===== config.mk =====
export PLATFORM = sky130hd
export DESIGN_NAME = uart_rx_pkt_ctrl
export DESIGN_NICKNAME = d
export VERILOG_FILES = /design/src/rtl/uart_rx_pkt_ctrl.sv
export SDC_FILE = /design/constraint.sdc
export NUM_CORES = 1
export LEC_CHECK = 0
export BUFFER_PORTS_ARGS = -buffer_cell sky130_fd_sc_hd__buf_2
export CORE_ASPECT_RATIO = 0.7
export CORE_MARGIN = 4
export CORE_UTILIZATION = 55
export CTS_BUF_LIST = sky130_fd_sc_hd__clkbuf_4 sky130_fd_sc_hd__clkbuf_8 sky130_fd_sc_hd__clkbuf_16
export CTS_CLUSTER_DIAMETER = 200
export CTS_CLUSTER_SIZE = 30
export DETAILED_ROUTE_END_ITERATION = 6
export PLACE_DENSITY = 0.76
export SYNTH_ARGS = -nofsm -noshare
export SYNTH_HDL_FRONTEND = slang
export SYNTH_SLANG_ARGS = --single-unit

===== constraint.sdc =====
create_clock -name clk -period 3.5 [get_ports clk]
set_input_delay 0.175 -clock clk [delete_from_list [all_inputs] [get_ports clk]]
set_output_delay 0.175 -clock clk [all_outputs]
set_load 0.1 [all_outputs]

===== src/rtl/uart_rx_pkt_ctrl.sv =====
// UART receive packet framer: SYNC, LEN, payload (to external RAM), CHK, with done/ack handoff.
// Optional statistics counters (good_cnt, err_cnt) are built when UART_RX_PKT_STATS_EN is defined.
module uart_rx_pkt_ctrl #(
    parameter logic [7:0] SYNC_BYTE     = 8'hA5,
    parameter int         MAX_LEN       = 16,
    parameter int         AW            = 4,
    parameter int         TIMEOUT_TICKS = 640,
    parameter int         TW            = 10
) (
    input  logic          clk,
    input  logic          reset_n,
    input  logic          s_tick,
    input  logic          rx_byte_valid,
    input  logic [7:0]    rx_byte,
    output logic          pkt_wr,
    output logic [AW-1:0] pkt_waddr,
    output logic [7:0]    pkt_wdata,
    output logic          pkt_done,
    output logic [AW:0]   pkt_len,
    input  logic          pkt_ack,
    output logic          pkt_err,
    output logic [1:0]    err_code,
    output logic          overrun
`ifdef UART_RX_PKT_STATS_EN
    ,
    output logic [7:0]    good_cnt,
    output logic [7:0]    err_cnt
`endif
);

    // state   | meaning
    // HUNT    | waiting for SYNC_BYTE, other bytes ignored
    // LEN     | expecting the length byte
    // PAYLOAD | writing payload bytes to RAM
    // CHK     | expecting the checksum byte
    // DONE    | good packet held for the host until pkt_ack
    typedef enum logic [2:0] {HUNT, LEN, PAYLOAD, CHK, DONE} state_t;

    localparam logic [7:0]    MAX_LEN_B = 8'(MAX_LEN);
    localparam logic [TW-1:0] TMR_LOAD  = TW'(TIMEOUT_TICKS);

    state_t         state, state_nxt;
    logic [AW:0]    len, len_nxt;
    logic [AW:0]    idx, idx_nxt, idx_inc;
    logic [7:0]     chk, chk_nxt;
    logic [TW-1:0]  tmr, tmr_nxt;
    logic           wr_nxt, done_nxt, err_nxt, ovr_nxt;
    logic [AW-1:0]  waddr_nxt;
    logic [7:0]     wdata_nxt;
    logic [AW:0]    plen_nxt;
    logic [1:0]     code_nxt;
    logic           in_frame, timeout_hit, done_entry;

    assign idx_inc = idx + 1'b1;

    always_comb begin
        state_nxt   = state;
        len_nxt     = len;
        idx_nxt     = idx;
        chk_nxt     = chk;
        tmr_nxt     = tmr;
        wr_nxt      = 1'b0;
        waddr_nxt   = pkt_waddr;
        wdata_nxt   = pkt_wdata;
        done_nxt    = pkt_done;
        plen_nxt    = pkt_len;
        err_nxt     = 1'b0;
        code_nxt    = err_code;
        ovr_nxt     = overrun;
        done_entry  = 1'b0;
        in_frame    = (state == LEN) || (state == PAYLOAD) || (state == CHK);

        // Down-counter reloads on every byte; a byte on the final tick wins.
        if (rx_byte_valid) begin
            tmr_nxt = TMR_LOAD;
        end else if (in_frame && s_tick && (tmr != '0)) begin
            tmr_nxt = tmr - 1'b1;
        end
        timeout_hit = in_frame && s_tick && !rx_byte_valid && (tmr == TW'(1));

        case (state)
            HUNT: begin
                if (rx_byte_valid && (rx_byte == SYNC_BYTE)) begin
                    state_nxt = LEN;
                end
            end
            LEN: begin
                if (rx_byte_valid) begin
                    if ((rx_byte == 8'd0) || (rx_byte > MAX_LEN_B)) begin
                        err_nxt   = 1'b1;
                        code_nxt  = 2'b01;
                        state_nxt = HUNT;
                    end else begin
                        len_nxt   = rx_byte[AW:0];
                        chk_nxt   = rx_byte;
                        idx_nxt   = '0;
                        state_nxt = PAYLOAD;
                    end
                end
            end
            PAYLOAD: begin
                if (rx_byte_valid) begin
                    wr_nxt    = 1'b1;
                    waddr_nxt = idx[AW-1:0];
                    wdata_nxt = rx_byte;
                    chk_nxt   = chk ^ rx_byte;
                    idx_nxt   = idx_inc;
                    if (idx_inc == len) begin
                        state_nxt = CHK;
                    end
                end
            end
            CHK: begin
                if (rx_byte_valid) begin
                    if (rx_byte == chk) begin
                        done_nxt   = 1'b1;
                        plen_nxt   = len;
                        done_entry = 1'b1;
                        state_nxt  = DONE;
                    end else begin
                        err_nxt   = 1'b1;
                        code_nxt  = 2'b10;
                        state_nxt = HUNT;
                    end
                end
            end
            DONE: begin
                // A byte coinciding with the ack is simply dropped.
                if (pkt_ack) begin
                    done_nxt  = 1'b0;
                    ovr_nxt   = 1'b0;
                    plen_nxt  = '0;
                    state_nxt = HUNT;
                end else if (rx_byte_valid) begin
                    ovr_nxt = 1'b1;
                end
            end
            default: begin
                state_nxt = HUNT;
            end
        endcase

        if (timeout_hit) begin
            err_nxt   = 1'b1;
            code_nxt  = 2'b11;
            state_nxt = HUNT;
        end
    end

    always_ff @(posedge clk or negedge reset_n) begin
        if (!reset_n) begin
            state     <= HUNT;
            len       <= '0;
            idx       <= '0;
            chk       <= '0;
            tmr       <= '0;
            pkt_wr    <= 1'b0;
            pkt_waddr <= '0;
            pkt_wdata <= '0;
            pkt_done  <= 1'b0;
            pkt_len   <= '0;
            pkt_err   <= 1'b0;
            err_code  <= '0;
            overrun   <= 1'b0;
        end else begin
            state     <= state_nxt;
            len       <= len_nxt;
            idx       <= idx_nxt;
            chk       <= chk_nxt;
            tmr       <= tmr_nxt;
            pkt_wr    <= wr_nxt;
            pkt_waddr <= waddr_nxt;
            pkt_wdata <= wdata_nxt;
            pkt_done  <= done_nxt;
            pkt_len   <= plen_nxt;
            pkt_err   <= err_nxt;
            err_code  <= code_nxt;
            overrun   <= ovr_nxt;
        end
    end

`ifdef UART_RX_PKT_STATS_EN
    always_ff @(posedge clk or negedge reset_n) begin
        if (!reset_n) begin
            good_cnt <= '0;
            err_cnt  <= '0;
        end else begin
            if (done_entry && (good_cnt != 8'hFF)) begin
                good_cnt <= good_cnt + 1'b1;
            end
            if (err_nxt && (err_cnt != 8'hFF)) begin
                err_cnt <= err_cnt + 1'b1;
            end
        end
    end
`endif

endmodule


==> flow_summary.yaml <==
critical_path:
  rr_startpoint: "state[2]"
  cp.required_ns: 3.72
  cp_max_fo: 22
  reg2reg_slack_ns: 1.33
  r2r_end: "state[0]"
  arrival_ns: 2.39
  critPathLaunchType: "flop"
  endpoint: "state[0]"
  reg2reg_depth: 7
  critPathLaunch: "state[2]"
  path_class: "reg2reg"
  crit_path_end_kind: "flop"
sta:
  finalSetupViolCount: 0
  tightest_slew_ns: 0.7796
  skew_ns: 0.01084
  rsz0062_at_grt: "false"
  post-route-period-util_pct: 62.13
  slew_viol_final: 0
  setup_tns_ns: 0
  fmax_mhz: 459.9
  hold_violations: 0
  layout_min_cycle_time_ns: 2.174
  slew_headroom_pct: 47.75
clocking:
  cts_tree: "built"
  cts_setup_buffers: 0
  clk_path_buf_depth: 2
  clk_pin_slew_ns: 0.10
  cts_root_buffer: "clkbuf_8"
  cts_resized: 0
  cts_hold_buf: 1
  htree_num_levels: 2
  numCtsBuffers: 5
  clk_latency_ns: 0.31
  clock_sinks: 54
grt:
  antenna_found_initial: 0
  grt_pass1_wl_um: 9770
  grt_max_degree: 32
  grt_use_total_pct: 20.06
  grt-ovfl-total: 0
  first_global_vias: 1979
yosys:
  synth_cells: 291
  synth_cell_types: 46
  muxShareOfSynthArea_pct: 3.014
  synth_area_sq_um: 2781
  syn-num-nets: 308
  synthArstFlopShare_pct: 100.0
  synth_compound_area_share_pct: 10.21
  synth_xor_area_share_pct: 7.242
  synth_area_per_cell_sq_um: 9.558
  yosys.area_share.simple_pct: 25.06
  synth-adder-area-share_pct: 1.799
  ys.warnings.count: 0
  synthFlopType: "dfrtp_1"
  synth_top_family_by_area: "simple AND/OR/NAND/NOR gates"
  ys_seq_area_share_pct: 48.58
  ys_ff_latch: 54
  synth_edf_count: 0
detailed_routing:
  dr.pass1.iters: 4
  wire_per_inst_um: 14.55
  vias: 2160
  postRouteWirelength_um: 5673
  drcViolationCount: 0
  postRouteAntennaNets: 0
  via_per_inst: 5.538
  drt_iter0_drc: 161
final_layout:
  final_cell_mix: "nand2_1 (59), dfrtp_1 (54), buf_2 (35), nor2_1 (23), xor2_1 (16)"
  final_common_cell: "nand2_1"
  area_growth_syn_to_layout_pct: 11.38
  drive_above_1_share_pct: 18.07
  stdcell_area_sq_um: 3098
  final_nets: 337
  diodes: 0
  stdcell_count: 390
floorplan:
  floorplan.initialDensity_pct: 57.53
  ios: 36
  fp.dieArea_sq_um: 6277
  core_sq_um: 4835
  die_h_um: 67.50
  die-width_um: 93.00
  rows: 21
status:
  outcome: "complete, no violations"
power:
  seqPwrFrac_pct: 53.8
  swShare_pct: 27.01
  total_leakage_power_nw: 1.480
  p_per_area_nw_per_um2: 390.2
  power_frac_comb_pct: 11.3
  internal_power_uw: 882.3
  p_sw_uw: 326.6
  pwr-share-clk_pct: 34.9
  irDropWorstVdd_mv: 0.2520
job:
  cap_violations: 0
min_path:
  min_path_type: "in2reg"
placed_design:
  place_congestion: 0.8790
  post_dp_cell_area_sq_um: 2974
  post-place-cells: 381
  portBuffers: 35
  dp_hpwl_um: 4126
[through the flow]
| step | hold WS [ns] | setup WS [ns] | util (%) | total power [mW] |
|---|---|---|---|---|
| after floorplan | -0.1206 | 1.815 | - | 0.7599 |
| after global placement | 0.1926 | 1.478 | 61.52 | 0.7981 |
| after detailed placement | 0.1906 | 1.381 | 61.52 | 0.7996 |
| after CTS | 0.06687 | 1.346 | 64.08 | 1.219 |
| after global routing | 0.1016 | 1.125 | 64.08 | 1.253 |
| final | 0.08210 | 1.326 | 64.08 | 1.209 |
[Yosys cell counts (all sizes together) (3+ instances only)]
master | count | area, sq um
a21oi | 10 | 50.05
a311oi | 4 | 35.03
buf | 12 | 68.82
clkbuf | 4 | 15.01
dfrtp | 54 | 1351
ha | 4 | 50.05
inv | 8 | 30.03
mux2i | 8 | 83.83
nand2 | 59 | 221.5
nand2b | 8 | 50.05
nand3 | 13 | 65.06
nor2 | 25 | 98.84
nor3 | 4 | 25.02
nor4 | 8 | 90.09
nor4b | 3 | 38.79
o21a | 3 | 22.52
o21ai | 13 | 65.06
or3 | 5 | 31.28
xnor2 | 7 | 61.31
xor2 | 16 | 140.1
[cells by family after synthesis]
| logic type | count (synthesis) |
|---|---|
| flops | 54 |
| mux | 8 |
| compound gates | 43 |
| simple gates | 135 |
| fa+ha+maj | 4 |
| buf+inv | 24 |
| xor+xnor | 23 |
[layout make-up]
cell class / count / area, sq um
inverter: 8 / 30.03
tap: 69 / 86.33
clock buffer: 5 / 68.82
timing repair buffer: 38 / 200.2
clock inverter: 3 / 45.04
sequential: 54 / 1351
fill: 413 / 1737
multi-input combinational: 213 / 1316
[worst min path at each step]
stage | start | endpoint | slack, ns | depth (start not counted)
floorplan | reset_n | chk[0] | -0.12 | 0
global placement | reset_n | pkt_done | 0.19 | 1
detailed placement | reset_n | pkt_done | 0.19 | 1
CTS | pkt_ack | state[2] | 0.07 | 2
global route | pkt_ack | state[2] | 0.10 | 2
finish | pkt_ack | state[2] | 0.08 | 2
[sequential cells by signal, indices dropped and copies added, names as in the netlist]
register / cells
pkt_wr: 1
pkt_err: 1
pkt_len: 5
state: 3
pkt_waddr: 4
overrun: 1
pkt_done: 1
chk: 8
err_code: 2
pkt_wdata: 8
idx: 5
tmr: 10
len: 5
[routing by layer]
layer / GRT usage, % / share of wire [%] / vias up
met2: 28.43 / 42 / 70
met1: 31.00 / 51 / 1041
met5: 0 / 0 / -
met3: 4.677 / 6.1 / 5
met4: 4.936 / 0.78 / 0
li1: - / - / 1044
[power by group through the flow]
stage | registers (mW) | clock network, mW | logic [mW]
floorplan | 0.715 | 0 | 0.0447
global placement | 0.662 | 0 | 0.136
detailed placement | 0.663 | 0 | 0.137
CTS | 0.651 | 0.430 | 0.138
global route | 0.653 | 0.452 | 0.148
finish | 0.651 | 0.422 | 0.136
[worst max-delay path, stage by stage, from the launching register on]
cell	delay, ns
dfrtp_1	0.49
nor2b_1	0.25
nand3b_1	0.11
buf_4	0.24
inv_1	0.46
nand3_1	0.14
a211o_1	0.32
o31ai_1	0.07
Note: power is estimated with default switching activity, not from simulation.
